[src/rtl/uart_frame_receiver.sv]
// UART frame receiver: 2-flop synchronized rx, mid-bit sampling FSM, receive FIFO.
// Ports: clk, reset (sync, active-high), uart_rx in; data/valid/ready head
// handshake; frame_err/parity_err per head entry; overrun sticky; busy.
// Optional parity bit enabled by defining UART_RX_PARITY_EN.
module uart_frame_receiver #(
  parameter int CLKS_PER_BIT = 10000,
  parameter int DATA_BITS    = 8,
  parameter int FIFO_DEPTH   = 4,
  parameter bit PARITY_ODD   = 1'b0
) (
  input  logic                 clk,
  input  logic                 reset,
  input  logic                 uart_rx,
  output logic [DATA_BITS-1:0] data,
  output logic                 valid,
  input  logic                 ready,
  output logic                 frame_err,
  output logic                 parity_err,
  output logic                 overrun,
  output logic                 busy
);

  localparam int CW = $clog2(CLKS_PER_BIT);
  localparam int AW = $clog2(FIFO_DEPTH);
  localparam int EW = DATA_BITS + 2;
  localparam logic [CW-1:0] CNT_HALF = CW'(CLKS_PER_BIT / 2 - 1);
  localparam logic [CW-1:0] CNT_FULL = CW'(CLKS_PER_BIT - 1);
  localparam logic [2:0] BIT_LAST = 3'(DATA_BITS - 1);

`ifdef UART_RX_PARITY_EN
  typedef enum logic [2:0] {
    IDLE, START, DATA, PARITY, STOP
  } state_t;
`else
  typedef enum logic [2:0] {
    IDLE, START, DATA, STOP
  } state_t;
`endif

  state_t state, state_nx;

  logic rx_meta, rx_sync;
  logic [CW-1:0] clk_cnt, clk_cnt_nx;
  logic [2:0] bit_cnt, bit_cnt_nx;
  logic [DATA_BITS-1:0] shreg, shreg_nx;
  logic push;
  logic perr_new;
  logic [EW-1:0] entry;

  always_ff @(posedge clk) begin
    if (reset) begin
      rx_meta <= 1'b1;
      rx_sync <= 1'b1;
    end else begin
      rx_meta <= uart_rx;
      rx_sync <= rx_meta;
    end
  end

`ifdef UART_RX_PARITY_EN
  logic par_bit, par_bit_nx;

  always_ff @(posedge clk) begin
    if (reset) par_bit <= 1'b0;
    else       par_bit <= par_bit_nx;
  end

  assign perr_new = ((^shreg) ^ par_bit) != PARITY_ODD;
`else
  logic unused_par;
  assign unused_par = PARITY_ODD;
  assign perr_new   = 1'b0;
`endif

  always_ff @(posedge clk) begin
    if (reset) begin
      state   <= IDLE;
      clk_cnt <= '0;
      bit_cnt <= '0;
      shreg   <= '0;
    end else begin
      state   <= state_nx;
      clk_cnt <= clk_cnt_nx;
      bit_cnt <= bit_cnt_nx;
      shreg   <= shreg_nx;
    end
  end

  always_comb begin
    state_nx   = state;
    clk_cnt_nx = clk_cnt + 1'b1;
    bit_cnt_nx = bit_cnt;
    shreg_nx   = shreg;
    push       = 1'b0;
`ifdef UART_RX_PARITY_EN
    par_bit_nx = par_bit;
`endif
    unique case (state)
      IDLE: begin
        clk_cnt_nx = '0;
        if (!rx_sync) state_nx = START;
      end
      START: begin
        if (clk_cnt == CNT_HALF) begin
          clk_cnt_nx = '0;
          bit_cnt_nx = '0;
          // line back high at mid start bit: treat as glitch
          state_nx   = rx_sync ? IDLE : DATA;
        end
      end
      DATA: begin
        if (clk_cnt == CNT_FULL) begin
          clk_cnt_nx        = '0;
          shreg_nx[bit_cnt] = rx_sync;
          if (bit_cnt == BIT_LAST) begin
`ifdef UART_RX_PARITY_EN
            state_nx = PARITY;
`else
            state_nx = STOP;
`endif
          end else begin
            bit_cnt_nx = bit_cnt + 1'b1;
          end
        end
      end
`ifdef UART_RX_PARITY_EN
      PARITY: begin
        if (clk_cnt == CNT_FULL) begin
          clk_cnt_nx = '0;
          par_bit_nx = rx_sync;
          state_nx   = STOP;
        end
      end
`endif
      STOP: begin
        if (clk_cnt == CNT_FULL) begin
          // leave at mid-stop so the next start edge is not missed
          clk_cnt_nx = '0;
          push       = 1'b1;
          state_nx   = IDLE;
        end
      end
      default: begin
        state_nx = IDLE;
      end
    endcase
  end

  assign busy  = (state != IDLE);
  assign entry = {perr_new, !rx_sync, shreg};

  logic [EW-1:0] mem [FIFO_DEPTH];
  logic [AW:0] wptr, rptr;
  logic empty, full, pop, wr_en, drop;
  logic [EW-1:0] head;

  assign empty = (wptr == rptr);
  assign full  = (wptr[AW] != rptr[AW]) &&
                 (wptr[AW-1:0] == rptr[AW-1:0]);
  assign pop   = !empty && ready;
  assign wr_en = push && (!full || pop);
  assign drop  = push && full && !pop;

  always_ff @(posedge clk) begin
    if (!reset && wr_en) mem[wptr[AW-1:0]] <= entry;
  end

  always_ff @(posedge clk) begin
    if (reset) begin
      wptr    <= '0;
      rptr    <= '0;
      overrun <= 1'b0;
    end else begin
      if (wr_en) wptr <= wptr + 1'b1;
      if (pop)   rptr <= rptr + 1'b1;
      if (drop)     overrun <= 1'b1;
      else if (pop) overrun <= 1'b0;
    end
  end

  assign head       = mem[rptr[AW-1:0]];
  assign valid      = !empty;
  assign data       = valid ? head[DATA_BITS-1:0] : '0;
  assign frame_err  = valid ? head[DATA_BITS] : 1'b0;
  assign parity_err = valid ? head[DATA_BITS+1] : 1'b0;

endmodule

[config.mk]
export PLATFORM = sky130hd
export DESIGN_NAME = uart_frame_receiver
export DESIGN_NICKNAME = d
export VERILOG_FILES = /design/src/rtl/uart_frame_receiver.sv
export SDC_FILE = /design/constraint.sdc
export NUM_CORES = 1
export LEC_CHECK = 0
export BUFFER_PORTS_ARGS = -buffer_cell sky130_fd_sc_hd__buf_2
export CORE_AREA = 2 2 77 97
export DETAILED_ROUTE_END_ITERATION = 7
export DIE_AREA = 0 0 79 99
export PLACE_DENSITY = 0.74
export SKIP_CTS_REPAIR_TIMING = 1
export SYNTH_ARGS = -nofsm -noshare
export SYNTH_HDL_FRONTEND = slang
export SYNTH_SLANG_ARGS = --single-unit
[constraint.sdc]
create_clock -name clk -period 5.1 [get_ports clk]
set_input_delay 1.02 -clock clk [delete_from_list [all_inputs] [get_ports clk]]
set_output_delay 1.02 -clock clk [all_outputs]
set_load 0.01 [all_outputs]
==> results_dict.tcl <==
set metrics [dict create \
    fin_crit_sh_pct 57.42 \
    grt_pass1_wl_um 10010 \
    path_clk_slew_ps 70 \
    mappedNetlistNets 282 \
    cts_max_path_buffers 2 \
    cts_sinks 74 \
    instances_no_fill 382 \
    crit_path_start_kind "flip-flop" \
    wl_per_cell_um 14.93 \
    ios 17 \
    async_flop_share_pct 0 \
    required_ps 4080 \
    fp.dieH_um 99 \
    grt_pass1_vias 2081 \
    layout_setup_ws_ps 2172 \
    drc 0 \
    tightestPinTransition_ps 1207 \
    place_ws_ps 2413 \
    setup-violations-final 0 \
    placementRows 34 \
    fin_nets 299 \
    hold_viol 0 \
    synth_ff_type "dfxtp_1" \
    core_um2 6892 \
    start_util_pct 48.78 \
    yosysWarnings 0 \
    peakVddDrop_v 0.0001543 \
    gp_congestion 0.7961 \
    power_density_nw_per_um2 292.0 \
    insertion_delay_ps 350 \
    fillCellCount 605 \
    finalWirelength_um 5704 \
    cts_tree "yes" \
    die_w_um 79 \
    drtIter0Drc 135 \
    fin_setup_tns_ps 0 \
    numCtsBuffers 9 \
    critPathKind "flip-flop to output port" \
    hold_class "flip-flop to flip-flop" \
    ys_seq_area_share_pct 54.78 \
    viasPerCell 5.327 \
    synth_edf_count 36 \
    synth-xor-area-share_pct 4.689 \
    synth_area_um2 3362 \
    synthSimpleGateAreaFrac_pct 21.85 \
    io_buffers 15 \
    ctsHtreeMaxLevel 3 \
    synthDistinctLibCells 50 \
    crit_path_end_kind "output port" \
    period_needed_ps 2928 \
    leakage_uw 0.001367 \
    track_usage_pct 16.75 \
    slew_viol_final 0 \
    synth_compound_area_share_pct 3.536 \
    fin_skew_ps 6.521 \
    yosys_register_bits 74 \
    drive_gt1_share_pct 18.84 \
    status "finished, final reports clean" \
    die_area_um2 7821 \
    synth_area_per_cell_um2 12.45 \
    max_slew_margin_pct 19.54 \
    synth_mux_area_share_pct 9.974 \
    area_growth_pct 10.49 \
    first_pass_iters 4 \
    place_inst 366 \
    crit_arrival_ps 1910 \
    synthAdderAreaFrac_pct 2.977 \
    cts_root_buf "clkbuf_8" \
    antenna_cells 0 \
    vias 2035 \
    synth_top_family_by_area "simple AND/OR/NAND/NOR gates" \
    drv_cap 0 \
    grt-ovfl-total 0 \
    netlist_instances 270 \
    antenna_left 0 \
    fmax_ghz 0.3415 \
    grt_setup_unrepaired "no" \
    path_max_fanout 9 \
    antenna_found_initial 0 \
    hpwl_um 3927 \
    grt_max_degree 44 \
]
-- Yosys cell counts (all sizes together) (5+ instances only) --
cell,n,area [um2]
dfxtp,38,760.7
edfxtp,36,1081
nor3,20,100.1
nor2b,14,87.58
nand2b,12,75.07
mux2i,11,110.1
nand3,11,60.06
nor2,11,41.29
xnor2,11,96.34
mux4,9,202.7
ha,8,100.1
inv,7,26.28
nand4,7,43.79
xor2,7,61.31
clkbuf,6,22.52
nand3b,6,45.04
and3,5,32.53
-- cell usage in the layout (no fill, tap or decap), types with 8 or more instances in the layout --
master / synthesis / final
dfxtp_1: 38 / 38
edfxtp_1: 36 / 36
nor3_1: 20 / 20
buf_2: 2 / 15
nor2b_1: 14 / 14
nand2b_1: 12 / 12
xnor2_1: 11 / 11
nor2_1: 11 / 11
mux2i_1: 11 / 11
nand3_1: 10 / 10
mux4_2: 9 / 9
clkbuf_8: 0 / 9
ha_1: 8 / 8
-- registers in the layout, summed over array words and instances (netlist names), named ones only --
name / count
mem: 36
clk_cnt: 14
shreg: 8
bit_cnt: 3
rptr: 3
wptr: 3
state: 2
overrun: 1
rx_meta: 1
rx_sync: 1
-- logic make-up (layout without fill, tap and decap cells) --
logic type,Yosys count,in the layout
xor gates and xnor gates,18,18
adders and majority gates,8,8
muxes,22,22
AOI/OAI and AO/OA,16,16
buffers and inverters,17,39
other,1,1
DFF,74,74
and+or+nand+nor,114,114
-- metrics by stage --
stage	instance area (um2)	hold slack, ps	utilization, %	total power, uW
2_1_floorplan	3362	389.5	-	645.1
3_3_place_gp	3513	397.7	50.98	648.9
3_5_place_dp	3513	399.7	50.98	649.3
4_1_cts	3715	423.5	53.90	1100
5_1_grt	3715	442.8	53.90	1124
6_report	3715	418.1	53.90	1085
-- layer usage --
metal  share of wire (%)  track usage, %
met5                   0               0
met4                 2.4           8.223
met3                 2.3           4.212
met2                  52           29.01
met1                  43           19.05
-- power breakdown --
group | leakage (uW) | switching [uW] | total [uW] | internal (uW)
logic | 0.000589 | 10.6 | 15.7 | 5.13
clock network | 0.0000998 | 221 | 450 | 229
registers | 0.000678 | 1.29 | 619 | 618
total | 0.00137 | 233 | 1080 | 852
-- cell type report --
type	count	area [um2]	share of cell area, %
multi-input combinational	179	1450	39.04
timing repair buffer	16	82.58	2.223
sequential	74	1842	49.58
clock inverter	7	77.57	2.088
inverter	7	26.28	0.7073
clock buffer	9	123.9	3.334
tap	90	112.6	3.031
-- worst max-delay path, cell delays in order (launching register included) --
cell     delay [ps]
dfxtp_1         690
mux4_2          600
nor2b_1         140
buf_2           130
-- final timing paths --
kind / start / end / slack, ps / cells after the start
worst min register to register: rx_meta / rx_sync / 420 / 1
worst min-delay path: rx_meta / rx_sync / 420 / 1
worst max-delay path: flip-flop / data[0] / 2170 / 3
worst max register to register: clk_cnt[0] / clk_cnt[3] / 2620 / 5
Note: power is estimated with default switching activity, not from simulation.
